### src/rtl/dma_pkg.sv
// Shared DMA types: control/status structs, descriptor layout, streamer
// handshake structs and the scheduler state encoding.
`ifndef DMA_NUM_DESC
`define DMA_NUM_DESC 4
`endif

package dma_pkg;

  localparam int DMA_NUM_DESC = `DMA_NUM_DESC;
  localparam int DMA_IDX_W    = $clog2(`DMA_NUM_DESC);

  typedef logic [DMA_IDX_W-1:0]     idx_desc_t;
  typedef logic [`DMA_NUM_DESC-1:0] desc_mask_t;

  // ABORT is appended last so the original encodings stay unchanged.
  typedef enum logic [2:0] {
    DMA_ST_IDLE  = 3'd0,
    DMA_ST_CFG   = 3'd1,
    DMA_ST_RUN   = 3'd2,
    DMA_ST_DONE  = 3'd3,
    DMA_ST_ABORT = 3'd4
  } dma_st_t;

  typedef struct packed {
    logic       go;
    logic       abort_req;
    logic [1:0] max_burst;
  } s_dma_control_t;

  typedef struct packed {
    logic [31:0] src_addr;
    logic [31:0] dst_addr;
    logic [31:0] num_bytes;
    logic        wr_mode;
    logic        rd_mode;
    logic        enable;
  } s_dma_desc_t;

  typedef struct packed {
    logic [31:0] addr;
    logic        type_err;
    logic        src;
    logic        valid;
  } s_dma_error_t;

  typedef struct packed {
    logic      valid;
    idx_desc_t idx;
  } s_dma_str_in_t;

  typedef struct packed {
    logic done;
  } s_dma_str_out_t;

  typedef struct packed {
    logic done;
    logic error;
  } s_dma_status_t;

  // A descriptor takes part in a run only if enabled and it moves data.
  function automatic logic desc_is_pending(input s_dma_desc_t d);
    return d.enable & (d.num_bytes != 32'd0);
  endfunction

endpackage

### src/rtl/dma_prio_enc.sv
// Lowest-set-bit encoder: returns the index of the lowest set bit of
// mask_i and whether any bit is set at all. Purely combinational.
module dma_prio_enc #(
  parameter  int NUM = 4,
  localparam int IW  = $clog2(NUM)
) (
  input  logic [NUM-1:0] mask_i,
  output logic [IW-1:0]  idx_o,
  output logic           any_o
);

  // Scan from the top down so the lowest set bit is the last one to win.
  always_comb begin
    idx_o = '0;
    any_o = |mask_i;
    for (int i = NUM - 1; i >= 0; i--) begin
      idx_o = mask_i[i] ? IW'(i) : idx_o;
    end
  end

endmodule

### src/rtl/dma_desc_sched.sv
// Multi-descriptor DMA scheduler: snapshots the pending descriptor set on a
// go edge and dispatches descriptors one at a time, lowest index first,
// with abort draining, sticky error termination and zero-length skipping.
module dma_desc_sched
  import dma_pkg::*;
#(
  parameter int NUM_DESC = `DMA_NUM_DESC
) (
  input  logic                clk,
  input  logic                rst,
  input  s_dma_control_t      dma_ctrl_i,
  input  s_dma_desc_t         dma_desc_i [NUM_DESC],
  input  s_dma_error_t        dma_error_i,
  output s_dma_str_in_t       dma_stream_o,
  input  s_dma_str_out_t      dma_stream_i,
  output s_dma_status_t       dma_status_o,
  output logic [NUM_DESC-1:0] dma_desc_done_o,
  output dma_st_t             dma_st_o
);

  localparam int IW = $clog2(NUM_DESC);

  dma_st_t             state_q, state_d;
  logic [NUM_DESC-1:0] pend_q, pend_d;
  logic [IW-1:0]       idx_q, idx_d;
  logic                go_q, go_d;
  logic                done_q, done_d;
  logic                error_q, error_d;
  logic [NUM_DESC-1:0] desc_done_q, desc_done_d;

  logic [NUM_DESC-1:0] new_pend_s;
  logic [IW-1:0]       enc_idx_s;
  logic                enc_any_s;
  logic                start_s;
  logic                str_done_s;
  logic                abort_s;
  logic                err_s;

  // Fields of the CSR/AXI structs that this block deliberately ignores.
  logic [NUM_DESC-1:0] unused_desc_s;
  logic                unused_misc_s;

  assign start_s    = dma_ctrl_i.go & ~go_q;
  assign str_done_s = dma_stream_i.done;
  assign abort_s    = dma_ctrl_i.abort_req;
  assign err_s      = dma_error_i.valid;
  assign go_d       = dma_ctrl_i.go;

  // Candidate pending set, latched only on the start cycle.
  always_comb begin
    new_pend_s    = '0;
    unused_desc_s = '0;
    for (int i = 0; i < NUM_DESC; i++) begin
      new_pend_s[i]    = desc_is_pending(dma_desc_i[i]);
      unused_desc_s[i] = ^dma_desc_i[i];
    end
  end

  assign unused_misc_s = ^{dma_ctrl_i.max_burst, dma_error_i.addr,
                           dma_error_i.type_err, dma_error_i.src};

  dma_prio_enc #(
    .NUM (NUM_DESC)
  ) u_prio_enc (
    .mask_i (pend_q),
    .idx_o  (enc_idx_s),
    .any_o  (enc_any_s)
  );

  // Next-state and bookkeeping for the dispatch FSM.
  always_comb begin
    state_d     = state_q;
    pend_d      = pend_q;
    idx_d       = idx_q;
    done_d      = done_q;
    error_d     = error_q;
    desc_done_d = desc_done_q;

    case (state_q)
      DMA_ST_IDLE: begin
        if (start_s) begin
          pend_d      = new_pend_s;
          done_d      = 1'b0;
          error_d     = 1'b0;
          desc_done_d = '0;
          state_d     = (|new_pend_s) ? DMA_ST_CFG : DMA_ST_DONE;
        end else begin
          state_d = DMA_ST_IDLE;
        end
      end

      DMA_ST_CFG: begin
        if (err_s) begin
          error_d = 1'b1;
          state_d = DMA_ST_DONE;
        end else if (abort_s) begin
          state_d = DMA_ST_DONE;
        end else if (enc_any_s) begin
          idx_d   = enc_idx_s;
          state_d = DMA_ST_RUN;
        end else begin
          state_d = DMA_ST_DONE;
        end
      end

      DMA_ST_RUN: begin
        if (err_s) begin
          // A completion racing an error is not credited to the descriptor.
          error_d = 1'b1;
          state_d = str_done_s ? DMA_ST_DONE : DMA_ST_ABORT;
        end else if (str_done_s) begin
          pend_d[idx_q]      = 1'b0;
          desc_done_d[idx_q] = 1'b1;
          if (abort_s) begin
            state_d = DMA_ST_DONE;
          end else if (pend_d != '0) begin
            state_d = DMA_ST_CFG;
          end else begin
            state_d = DMA_ST_DONE;
          end
        end else if (abort_s) begin
          state_d = DMA_ST_ABORT;
        end else begin
          state_d = DMA_ST_RUN;
        end
      end

      DMA_ST_ABORT: begin
        error_d = error_q | err_s;
        state_d = str_done_s ? DMA_ST_DONE : DMA_ST_ABORT;
      end

      DMA_ST_DONE: begin
        state_d = dma_ctrl_i.go ? DMA_ST_DONE : DMA_ST_IDLE;
      end

      default: begin
        state_d = DMA_ST_IDLE;
        pend_d  = '0;
      end
    endcase

    // Every path into DONE raises the global completion flag.
    done_d = done_d | (state_d == DMA_ST_DONE);
  end

  // State and status registers with asynchronous reset.
  always_ff @(posedge clk or posedge rst) begin
    if (rst) begin
      state_q     <= DMA_ST_IDLE;
      pend_q      <= '0;
      idx_q       <= '0;
      go_q        <= 1'b0;
      done_q      <= 1'b0;
      error_q     <= 1'b0;
      desc_done_q <= '0;
    end else begin
      state_q     <= state_d;
      pend_q      <= pend_d;
      idx_q       <= idx_d;
      go_q        <= go_d;
      done_q      <= done_d;
      error_q     <= error_d;
      desc_done_q <= desc_done_d;
    end
  end

  // Outputs are decoded from registers only.
  always_comb begin
    dma_stream_o.valid = (state_q == DMA_ST_RUN);
    dma_stream_o.idx   = idx_desc_t'(idx_q);
    dma_status_o.done  = done_q;
    dma_status_o.error = error_q;
    dma_desc_done_o    = desc_done_q;
    dma_st_o           = state_q;
  end

endmodule

### config.mk
export PLATFORM = sky130hd
export DESIGN_NAME = dma_desc_sched
export DESIGN_NICKNAME = d
export VERILOG_FILES = /design/src/rtl/dma_pkg.sv /design/src/rtl/dma_prio_enc.sv /design/src/rtl/dma_desc_sched.sv
export SDC_FILE = /design/constraint.sdc
export NUM_CORES = 1
export LEC_CHECK = 0
export CAP_MARGIN = 20
export CORE_AREA = 5 5 172 174
export DETAILED_ROUTE_END_ITERATION = 8
export DIE_AREA = 0 0 177 179
export SLEW_MARGIN = 0
export SYNTH_ARGS = -nofsm -noshare
export SYNTH_HDL_FRONTEND = slang
export SYNTH_SLANG_ARGS = --single-unit
### constraint.sdc
create_clock -name clk -period 4.75 [get_ports clk]
set_clock_uncertainty 0.2 [all_clocks]
set_input_delay 0.95 -clock clk [delete_from_list [all_inputs] [get_ports clk]]
set_output_delay 0.95 -clock clk [all_outputs]
set_load 0.005 [all_outputs]
Word level (Yosys, flattened, before mapping)
Index checks and enable logic that the tools add are counted.
W data, S select, Z words.
- flip-flop bits (word level): 16
- input bits: 438
- output and inout bits: 12
- logic and storage cells: 81
- $lt $le $gt $ge: 2
- eq/ne operators: 9
- muxes and demuxes: 32
- bitwise gates (word level): 14
- reduce and logical (&&, ||, !) cells: 17
- operators by type and width (cell ; count):
    $reduce_bool A32 Y1 ; 4
    $mux W4 ; 6
    $mux W2 ; 9
    $pmux W3 S5 ; 1
    $mux W3 ; 4
    $pmux W4 S3 ; 1
    $reduce_and A4 Y1 ; 3
    $eq A3 B2 Y1 const B ; 3
    $mux W1 ; 8
    $pmux W4 S2 ; 1
    $reduce_or A4 Y1 ; 2
    $and A1 B1 Y1 ; 5
    $and A4 B4 Y4 ; 1
    $ne A2 B1 Y1 const B ; 2
    $ne A2 B2 Y1 const B ; 2
    $not A1 Y1 ; 4
    $not A4 Y4 ; 1
    $or A4 B4 Y4 ; 1
    $reduce_bool A4 Y1 ; 1
    $eq A3 B1 Y1 const B ; 1
    $eq A3 B3 Y1 const B ; 1
    $logic_not A3 Y1 ; 1
    $lt A2 B3 Y1 const B ; 1
    $pmux W1 S3 ; 1
    other kinds (9) ; 10

Longest topological paths before layout
- depth in word-level cells: 14
- gate-level depth with buffers: 8
- gate-level depth less buffers: 7

Modules after synthesis
Synthesis repeated with hierarchy kept, for this count alone.
- cells, all modules: 144
- area, all modules: 1182.4 um^2
- by module, submodules not included (module ; instances ; cells each ; area an instance (um^2)):
    dma_desc_sched ; 1 ; 137 ; 1147.4
    dma_prio_enc ; 1 ; 7 ; 35.0

Worst setup path before layout
Ideal clock, no wire load.
- path type: input-to-reg
- start: in dma_desc_i[27] (netlist name)
- end: reg pend_q[3]
- setup time: 121 ps
- arrival: 1802 ps
- setup slack: 2627 ps
- stages on the path: 5
- path through: nor4_1 -> nand4_1 -> o21ai_0 -> o21ai_0 -> a22o_1
- word-level cells in the longest chain between the ends: 4
- RTL lines (element ; RTL line ; source):
    start: declaration ; dma_desc_sched.sv:12 ; input s_dma_desc_t dma_desc_i [NUM_DESC],
    $reduce_bool A32 Y1 ; dma_pkg.sv:62 ; return d.enable & (d.num_bytes != 32'd0);
    $and A1 B1 Y1 ; dma_pkg.sv:62 ;
    $mux W4 ; dma_desc_sched.sv:81 ; if (start_s) begin
    $pmux W4 S3 ; dma_desc_sched.sv:79 ; case (state_q)
    end signal: assignment ; dma_desc_sched.sv:159 ; pend_q <= pend_d;
    end: declaration ; dma_desc_sched.sv:24 ; logic [NUM_DESC-1:0] pend_q, pend_d;
Every way passes these cells. The select of a mux whose other input is x is not followed.
A chain may end at the register's enable or synchronous reset.

Worst setup path in the final report
- start: in dma_desc_i[28] (netlist name)
- end: reg done_q
- word-level cells in the longest chain between the ends: 8
- RTL lines (element ; RTL line ; source):
    $reduce_bool A32 Y1 ; dma_pkg.sv:62 ;
    $and A1 B1 Y1 ; dma_pkg.sv:62 ;
    $reduce_or A4 Y1 ; dma_desc_sched.sv:86 ; state_d = (|new_pend_s) ? DMA_ST_CFG : DMA_ST_DONE;
    $mux W2 ; dma_desc_sched.sv:86 ;
    $mux W2 ; dma_desc_sched.sv:81 ;
    $pmux W3 S5 ; dma_desc_sched.sv:79 ;
    $eq A3 B2 Y1 ; dma_desc_sched.sv:144 ; done_d = done_d | (state_d == DMA_ST_DONE);
    $or A1 B1 Y1 ; dma_desc_sched.sv:144 ;
    net done_d ; dma_desc_sched.sv:27 ; logic done_q, done_d;
    end signal: assignment ; dma_desc_sched.sv:162 ; done_q <= done_d;
    end: declaration ; dma_desc_sched.sv:27 ;
The timed path passes the listed nets, and every way through them passes these cells.

==> reports/metrics.cfg <==
[cts]
worst_skew_pair.late_latency_ps = 250
cts_max_level = 1
cts_buffers = 3
post_cts_buffers = 0
clk_path_buf_depth = 2
cts_tree = yes
clock-sinks = 16
root_buffer = clkbuf_16
clkTransAtPathRegs_ps = 50
hold_buffers = 0
cts_resized = 0

[detailed_routing]
num_vias = 1779
route.met3.wl_um = 766
top_layer = met5
wire_per_inst_um = 11.3
drc = 0
vias_per_cell = 2.66
drtIter0Drc = 70
routed_wl_um = 7530
wl_met2_um = 4000
first_pass_iters = 5
wl_met1_um = 2610
antenna_left = 0

[grt]
antenna_found_initial = 3
grt_overflow = 0
grt_max_degree = 17
grt_usage_pct = 4.44
grt_pass1_wl_um = 10400
grt_pass1_vias = 1936

[setup_path]
cp_num_buf_inv = 1
crit_arrival_ps = 3040
required_ps = 4710
path_class = in2reg
rr_startpoint = dma_st_o[2]
crit_chain = clkdlybuf4s50_1, nor4_1, nand4_1, o21ai_0, nand3_1, o221ai_1
slowest_delay_ps = 620
crit_fanout = 2
rrSetupSlack_ps = 2920
startpoint_type = input port
r2r_cells = 5
path_delay_family = simple AND/OR/NAND/NOR gates
rr_endpoint = dma_desc_done_o[1]
crit_path_top_delay_cell = nor4_1
cp-end-kind = register

[logic_synthesis]
synth_ff_type = dfrtp_1
syn-cell-area_um2 = 1220
yosys-top-cells-count = 32 x nor4_1, 16 x dfrtp_1, 15 x o21ai_0, 10 x nor2_1, 8 x nand4_1
synth-seq-cells = 16
yosysSeqAreaShare_pct = 32.7
async_reset_ff_share_pct = 100
synth_top_area_cell = dfrtp_1
syn_inst = 144
synth.top_cell.area_share_pct = 32.7
synth.most_common_cell = nor4_1
ys_types = 38
yosysWarnings = 0
synthTopCellsByArea = dfrtp_1 33%, nor4_1 16%, o21ai_0 6.1%
synth_area_per_cell_um2 = 8.50
synth_edf_count = 0
synth_fp_nets = 582

[die]
start_util_pct = 4.43
rows = 61
die_h_um = 179
die_width_um = 177
fp.coreArea_um2 = 27600
die_area_um2 = 31700
io_pins = 450

[sta]
hold_slack_ps = 300
setup_viol = 0
drv_slew = 0
tns_ps = 0
timing.final.ws_setup_ps = 1670
fmax_mhz = 325
slew-limit-headroom_pct = 53.4
finalHoldViolations = 0
rsz0062_at_grt = false
worst_slew_pin_slew_ps = 691
finalCriticalPeriod_ps = 3080
finalCritPeriodShare_pct = 64.8

[placement]
dp_cells = 664
detailed_place_hpwl_um = 6810
place_area_um2 = 3130
portBuffers = 149
place_congestion = 0.710
pre_cts_ws_ps = 1190

[min_path]
worst_hold_path_type = reg2reg
min_to = dma_desc_done_o[0]
hold_depth = 2
hp-start = dma_desc_done_o[0]

[cells_and_area]
diodes = 0
drive_gt1_share_pct = 3.79
fin_cells = 668
design_area_um2 = 3220
fillCellCount = 3242
nets = 729
area_growth_syn_to_layout_pct = 163
postLayoutCoreUtil_pct = 11.6

[pwr]
finalPower_mw = 0.906
p_per_area_nw_per_um2 = 282
leakage_nw = 1.04
vdd_drop_max_v = 0.000127

[job]
cap_viol_max_count = 0

[run_status]
status = completed

## layout make-up
type                            count  area, um2  area share [%]
Timing Repair Buffer              149       1490            46.4
Clock buffer                        4       88.8            2.76
Sequential cell                    16        400            12.4
Inverter                            7       26.3           0.817
Tap cell                          378        473            14.7
Multi-Input combinational cell    114        737            22.9
## kinds of logic after synthesis
kind of cell | after synthesis | share of synthesized area (%)
DFF | 16 | 32.7
buffers and inverters | 14 | 7.05
and+or+nand+nor | 68 | 33.9
muxes | 2 | 1.74
AOI/OAI and AO/OA | 44 | 24.5
## layer usage
| metal | GRT usage (%) | up-vias |
|---|---|---|
| li1 | - | 879 |
| met1 | 4.40 | 817 |
| met2 | 8.14 | 64 |
| met3 | 2.26 | 13 |
| met4 | 1.26 | 6 |
| met5 | 0 | - |
## state kept, by name, summed over array words and instances (netlist names)
register,cells
done_q,1
error_q,1
dma_desc_done_o,4
dma_st_o,3
idx_q,2
pend_q,4
go_q,1
## worst min-delay path: cells and delay by family, from the launching register on
kind	cells	cell delay [ps]
compound gates	1	40
flops	1	350
simple gates	1	70
## where the power goes
part	internal (mW)	leakage [nW]	total, mW	switching (mW)
sequential	0.187	0.201	0.276	0.0891
clock	0.128	0.0442	0.185	0.0568
combinational	0.272	0.790	0.445	0.174
total	0.587	1.04	0.906	0.320
## cell usage in the layout, fill, tap and decap left out, types with 3 or more instances in the layout
master | synthesis | routed
clkdlybuf4s50_1 | 0 | 149
a22o_1 | 5 | 5
nor3_1 | 3 | 3
a31oi_1 | 6 | 6
nor4_1 | 32 | 32
dfrtp_1 | 16 | 16
clkbuf_16 | 0 | 3
nand4_1 | 8 | 8
nor2_1 | 10 | 10
o21ai_0 | 15 | 15
a21oi_1 | 4 | 4
nand2_1 | 4 | 4
inv_1 | 7 | 7
## how the worst max path moves through the flow
stage / from / to / slack [ps] / depth (start not counted)
2_1_floorplan: dma_desc_i[27] / pend_q[3] / 2630 / 5
3_3_place_gp: dma_desc_i[28] / done_q / 1170 / 6
3_5_place_dp: dma_desc_i[28] / done_q / 1190 / 6
4_1_cts: dma_desc_i[27] / done_q / 1450 / 6
5_1_grt: dma_desc_i[4] / done_q / 1440 / 6
6_report: dma_desc_i[28] / done_q / 1670 / 6
(Power assumes the default switching activity.)
